`config.mk`:
```
export PLATFORM = sky130hd
export DESIGN_NAME = mux_scan_reg
export DESIGN_NICKNAME = d
export VERILOG_FILES = /design/src/rtl/mux_scan_reg.sv
export SDC_FILE = /design/constraint.sdc
export NUM_CORES = 1
export LEC_CHECK = 0
export ABC_AREA = 0
export CORE_UTILIZATION = 30
export DETAILED_ROUTE_END_ITERATION = 8
export GPL_TIMING_DRIVEN = 0
export PLACE_DENSITY_LB_ADDON = 0.3
export SLEW_MARGIN = 20
export SYNTH_ARGS = -nofsm -noshare
export SYNTH_HDL_FRONTEND = slang
export SYNTH_SLANG_ARGS = --single-unit
export TNS_END_PERCENT = 1
```
`constraint.sdc`:
```
create_clock -name clk -period 2 [get_ports clk]
set_input_delay 0.2 -clock clk [delete_from_list [all_inputs] [get_ports clk]]
set_output_delay 0.2 -clock clk [all_outputs]
set_load 0.03 [all_outputs]
```
`src/rtl/mux_scan_reg.sv`:
```
// Registered W-bit, N-channel multiplexer with manual select and round-robin auto-scan.
// Outputs carry a valid flag, the channel tag and a one-cycle wrap pulse.
module mux_scan_reg #(
  parameter int unsigned WIDTH    = 8,
  parameter int unsigned CHANNELS = 16,
  parameter int unsigned SEL_W    = 4,
  parameter int unsigned DWELL    = 4
) (
  input  logic                      clk,
  input  logic                      rst_n,
  input  logic [CHANNELS*WIDTH-1:0] I,
  input  logic [SEL_W-1:0]          Sel,
  input  logic                      Mode,
  input  logic                      En,
  output logic [WIDTH-1:0]          Out,
  output logic                      Out_valid,
  output logic [SEL_W-1:0]          Ch,
  output logic                      Wrap
);

  localparam int unsigned DW = (DWELL > 1) ? $clog2(DWELL) : 1;
  localparam logic [SEL_W-1:0] LastCh    = SEL_W'(CHANNELS - 1);
  localparam logic [DW-1:0]    DwellLast = DW'(DWELL - 1);

  typedef enum logic [1:0] {StIdle, StManual, StScan} state_e;

  state_e            state_q;
  logic [SEL_W-1:0]  ch_cnt_q;
  logic [DW-1:0]     dwell_cnt_q;

  logic [WIDTH-1:0]  sel_data;
  logic [WIDTH-1:0]  scan_data;
  logic              sel_legal;

  // Index decode over the legal channels only; a select outside 0..CHANNELS-1 never matches.
  always_comb begin
    sel_data  = '0;
    scan_data = '0;
    sel_legal = 1'b0;
    for (int unsigned k = 0; k < CHANNELS; k++) begin
      if (Sel == SEL_W'(k)) begin
        sel_data  = I[k*WIDTH +: WIDTH];
        sel_legal = 1'b1;
      end
      if (ch_cnt_q == SEL_W'(k)) begin
        scan_data = I[k*WIDTH +: WIDTH];
      end
    end
  end

  always_ff @(posedge clk or negedge rst_n) begin
    if (!rst_n) begin
      state_q     <= StIdle;
      ch_cnt_q    <= '0;
      dwell_cnt_q <= '0;
      Out         <= '0;
      Out_valid   <= 1'b0;
      Ch          <= '0;
      Wrap        <= 1'b0;
    end else if (!En) begin
      // Counters and Out/Ch freeze.
      state_q   <= StIdle;
      Out_valid <= 1'b0;
      Wrap      <= 1'b0;
    end else if (!Mode) begin
      state_q     <= StManual;
      ch_cnt_q    <= '0;
      dwell_cnt_q <= '0;
      Out         <= sel_legal ? sel_data : '0;
      Ch          <= Sel;
      Out_valid   <= sel_legal;
      Wrap        <= 1'b0;
    end else if (state_q != StScan) begin
      // Entry edge: restart at channel 0; first sample appears on the following edge.
      state_q     <= StScan;
      ch_cnt_q    <= '0;
      dwell_cnt_q <= '0;
      Out_valid   <= 1'b0;
      Wrap        <= 1'b0;
    end else begin
      Out       <= scan_data;
      Ch        <= ch_cnt_q;
      Out_valid <= 1'b1;
      // Previous sample was the last channel and the counter has come back to 0.
      Wrap      <= (ch_cnt_q == '0) && Out_valid && (Ch == LastCh);
      if (dwell_cnt_q == DwellLast) begin
        dwell_cnt_q <= '0;
        ch_cnt_q    <= (ch_cnt_q == LastCh) ? '0 : ch_cnt_q + 1'b1;
      end else begin
        dwell_cnt_q <= dwell_cnt_q + 1'b1;
      end
    end
  end

endmodule

```
==> reports/qor.txt <==
Final count of pins violating max slew = 0
Die height = 113 µm
Number of buffers between clock root and the deepest sink = 2
Floorplan Core Area = 12,000 µm²
Relative area change from synthesis to final layout = 61.5%
Starting utilization of the core area = 0.308
Overall overflow remaining after global route = 0
Number of enable-type register cells in the synthesized netlist = 0
Predominant post-synthesis flop cell = sky130_fd_sc_hd__dfrtp_1
Detailed-route vias per instance = 6.79
Count of cells along the worst hold path = 3
Post-Layout Cell Count = 822
Tot GR Track Use = 0.361
Largest area contributor in the netlist = sky130_fd_sc_hd__dfrtp_1
Row Count = 40
Clock Root Buffer = sky130_fd_sc_hd__clkbuf_16
Finish-stage setup viols = 8
Antenna diode count = 0
CP startpoint kind = flip-flop
Instance count of the mapped netlist = 510
Mapped Avg Cell Area = 7.21 µm²
Antenna Violating Nets Remaining = 0
Most repeated cell in the gate-level netlist after synthesis = sky130_fd_sc_hd__a21oi_1
Ranking of synthesized cells by area = sky130_fd_sc_hd__dfrtp_1 15%, sky130_fd_sc_hd__mux2i_1 6.5%, sky130_fd_sc_hd__a21oi_1 5.7%
Sort of element at the end of the critical path = flip-flop
Global-route wire length before repair = 34.1 mm
Initial antenna violation count = 0
Most numerous cell types in the synthesized netlist = 42 x sky130_fd_sc_hd__a21oi_1, 41 x sky130_fd_sc_hd__nand2_1, 38 x sky130_fd_sc_hd__o21ai_0, 29 x sky130_fd_sc_hd__nor2_1, 24 x sky130_fd_sc_hd__mux2i_1
Post-placement cell count = 803
Routed length per placed instance = 28.6 µm
Syn Std Cell Area = 3680 µm²
Number of global-route vias before repair = 5,533
Post-DP HPWL = 17.1 mm
First-iteration detailed-routing DRC count = 829
Smallest setup slack after layout = -0.168 ns
Distinct cell type count of the synthesized netlist = 63
CTS tree = done
Layout Skew = 0.00774 ns
Power density over the cells = 359 nW/µm²
H-tree Lvls = 1
Reg clk slew, reported paths = 0.07 ns
Post-synthesis sequential area ratio = 0.150
Worst Setup Path Type = flip-flop to flip-flop
Final design area excluding fillers = 5940 µm²
Clock period minus worst slack = 2.17 ns
Final worst-path cycle share = 1.08
Clock net sink count = 22
Number of optimization iterations in the first detailed-route pass = 6
Max transition margin = 0.536
Origin of the critical flop-to-flop path = ch_cnt_q[1]
Largest net degree at the start of global routing = 23
Maximum clock frequency = 461 MHz
DIE WIDTH = 113 µm
Seq cells post-synth = 22
Max-capacitance violation count = 0
Share of post-route cells with drive strength above 1 = 0.181
Synthesized Nets = 651
IR Drop Worst-Case VDD = 280 µV
Violations in the final reports = setup timing
Leak Pwr = 2.22 nW
Count of yosys warnings during synthesis = 0
Startpoint of the worst hold path = En
Wire length after detailed routing = 23.5 mm
Data required time of the worst path = 2.13 ns
Transition at the pin with the smallest max-transition slack = 0.696 ns
Ports placed on the boundary = 150
Number of buffers created by CTS = 3
Clock latency at the later pin of the worst-skew pair = 0.27 ns
Fin util = 0.497
Type of the most critical hold path = input pin to flip-flop
Post-placement cell area = 5340 µm²
Signal arrival time at the worst endpoint = 2.30 ns
R2r worst-path depth = 10
Final Wtd Congestion = 1.00
Fraction of registers with async set or reset after synthesis = 1.00
Critical register-to-register path endpoint = Out[1]
Highest net fanout along the worst path = 7
Overall via count from detail_route = 5,581
Total power = 2.13 mW
Placement-stage worst setup slack = -0.719 ns
Final Net Count = 817
DIE AREA = 12,700 µm²
Area fraction of the dominant cell type after synthesis = 0.150
Flop2flop setup slack = -0.17 ns
Quantity of I/O buffers inserted on ports = 146
Post-route DRC = 0
Hold path endpoint = dwell_cnt_q[1]
RSZ-0062 raised after global routing = true
Number of failing hold endpoints at the final stage = 0
Outcome = finished with violations
==> logic make-up (layout without fill, tap and decap cells) <==
group	Yosys count	in the layout	share of synthesized area
flip-flops	22	22	0.150
adder cells (fa/ha/maj)	5	5	0.0170
multiplexers	38	38	0.123
buffers and inverters	68	233	0.0840
AO/OA/AOI/OAI	234	234	0.435
AND/OR/NAND/NOR	143	143	0.190
==> report_power, final <==
| group | total (mW) | leakage [nW] | switching [mW] | internal (mW) |
|---|---|---|---|---|
| clock | 0.602 | 0.0511 | 0.203 | 0.399 |
| combinational | 1.01 | 1.88 | 0.513 | 0.498 |
| sequential | 0.522 | 0.285 | 0.0331 | 0.489 |
| total | 2.13 | 2.22 | 0.749 | 1.39 |
==> routing by layer <==
layer / wire length [µm] / vias to the layer above / part of all wire / global-route usage
met5: 0 / - / 0 / 0
met4: 1430 / 0 / 0.061 / 0.204
met3: 2890 / 105 / 0.12 / 0.0680
met2: 10000 / 490 / 0.43 / 0.565
met1: 9130 / 2642 / 0.39 / 0.465
li1: - / 2344 / - / -
==> placed cells by master, fill, tap and decap left out, types with 5 or more instances in the layout <==
master,count
sky130_fd_sc_hd__clkdlybuf4s50_1,142
sky130_fd_sc_hd__a21oi_1,41
sky130_fd_sc_hd__nand2_1,40
sky130_fd_sc_hd__o21ai_0,38
sky130_fd_sc_hd__nor2_1,28
sky130_fd_sc_hd__buf_4,25
sky130_fd_sc_hd__mux2i_1,23
sky130_fd_sc_hd__dfrtp_1,20
sky130_fd_sc_hd__o22ai_1,19
sky130_fd_sc_hd__o21ai_1,18
sky130_fd_sc_hd__a22oi_1,14
sky130_fd_sc_hd__nand3_1,13
sky130_fd_sc_hd__inv_1,12
sky130_fd_sc_hd__o221ai_1,11
sky130_fd_sc_hd__buf_2,10
sky130_fd_sc_hd__nor3_1,10
sky130_fd_sc_hd__clkbuf_2,10
sky130_fd_sc_hd__a221oi_1,9
sky130_fd_sc_hd__a221o_1,9
sky130_fd_sc_hd__a221oi_2,9
sky130_fd_sc_hd__buf_6,8
sky130_fd_sc_hd__nand2b_1,7
sky130_fd_sc_hd__o211ai_1,7
sky130_fd_sc_hd__mux2_1,7
sky130_fd_sc_hd__nor2b_1,6
sky130_fd_sc_hd__and2_1,6
sky130_fd_sc_hd__clkbuf_1,5
sky130_fd_sc_hd__a211oi_1,5
sky130_fd_sc_hd__mux4_2,5
==> sequential cells by signal, summed over array words and instances (netlist names) <==
register,cells
state_q,2
ch_cnt_q,4
Out_valid,1
Wrap,1
dwell_cnt_q,2
Out,8
Ch,4
==> critical path: stages (launching register included) <==
cell                       delay [ns]
sky130_fd_sc_hd__dfrtp_2         0.48
sky130_fd_sc_hd__inv_4           0.10
sky130_fd_sc_hd__ha_4            0.22
sky130_fd_sc_hd__nor2b_4         0.05
sky130_fd_sc_hd__buf_6           0.14
sky130_fd_sc_hd__buf_6           0.13
sky130_fd_sc_hd__a22oi_2         0.15
sky130_fd_sc_hd__o22ai_1         0.12
sky130_fd_sc_hd__o31ai_1         0.28
sky130_fd_sc_hd__a221o_1         0.23
sky130_fd_sc_hd__o311ai_2        0.11
==> what timing repair did <==
action | in CTS | in global routing
pin swaps | 19 | 6
buffers inserted | 16 | 2
gates resized for setup | 95 | 13
setup endpoints to repair | 12 | 12
hold endpoints to repair | 22 | 0
hold buffers | 1 | 0
==> area by class of cell <==
class / instances / area [µm²]
Buffer: 46 / 344
Clock buffer: 3 / 75.1
Clock inverter: 1 / 30.0
Fill cell: 1164 / 6020
Inverter: 18 / 72.6
Multi-Input combinational cell: 420 / 3070
Sequential cell: 22 / 553
Tap cell: 147 / 184
Timing Repair Buffer: 165 / 1610
==> worst max-delay path by stage <==
stage	startpoint	to	slack [ns]
detailed placement	Sel[3]	Out[2]	-0.72
global route	ch_cnt_q[1]	Out[4]	-0.22
global placement	Sel[3]	Out[2]	-0.72
floorplan	ch_cnt_q[1]	Out[3]	-0.03
CTS	ch_cnt_q[0]	Out[5]	-0.11
finish	ch_cnt_q[1]	Out[1]	-0.17
==> metrics by stage <==
| step | hold slack [ns] | setup TNS (ns) |
|---|---|---|
| after floorplan | -0.0956 | -0.0774 |
| after global placement | 0.477 | -7.10 |
| after detailed placement | 0.243 | -7.13 |
| after CTS | 0.322 | -0.641 |
| after global routing | 0.381 | -1.39 |
| final | 0.325 | -0.991 |
Power figures use the tool's default switching activity.
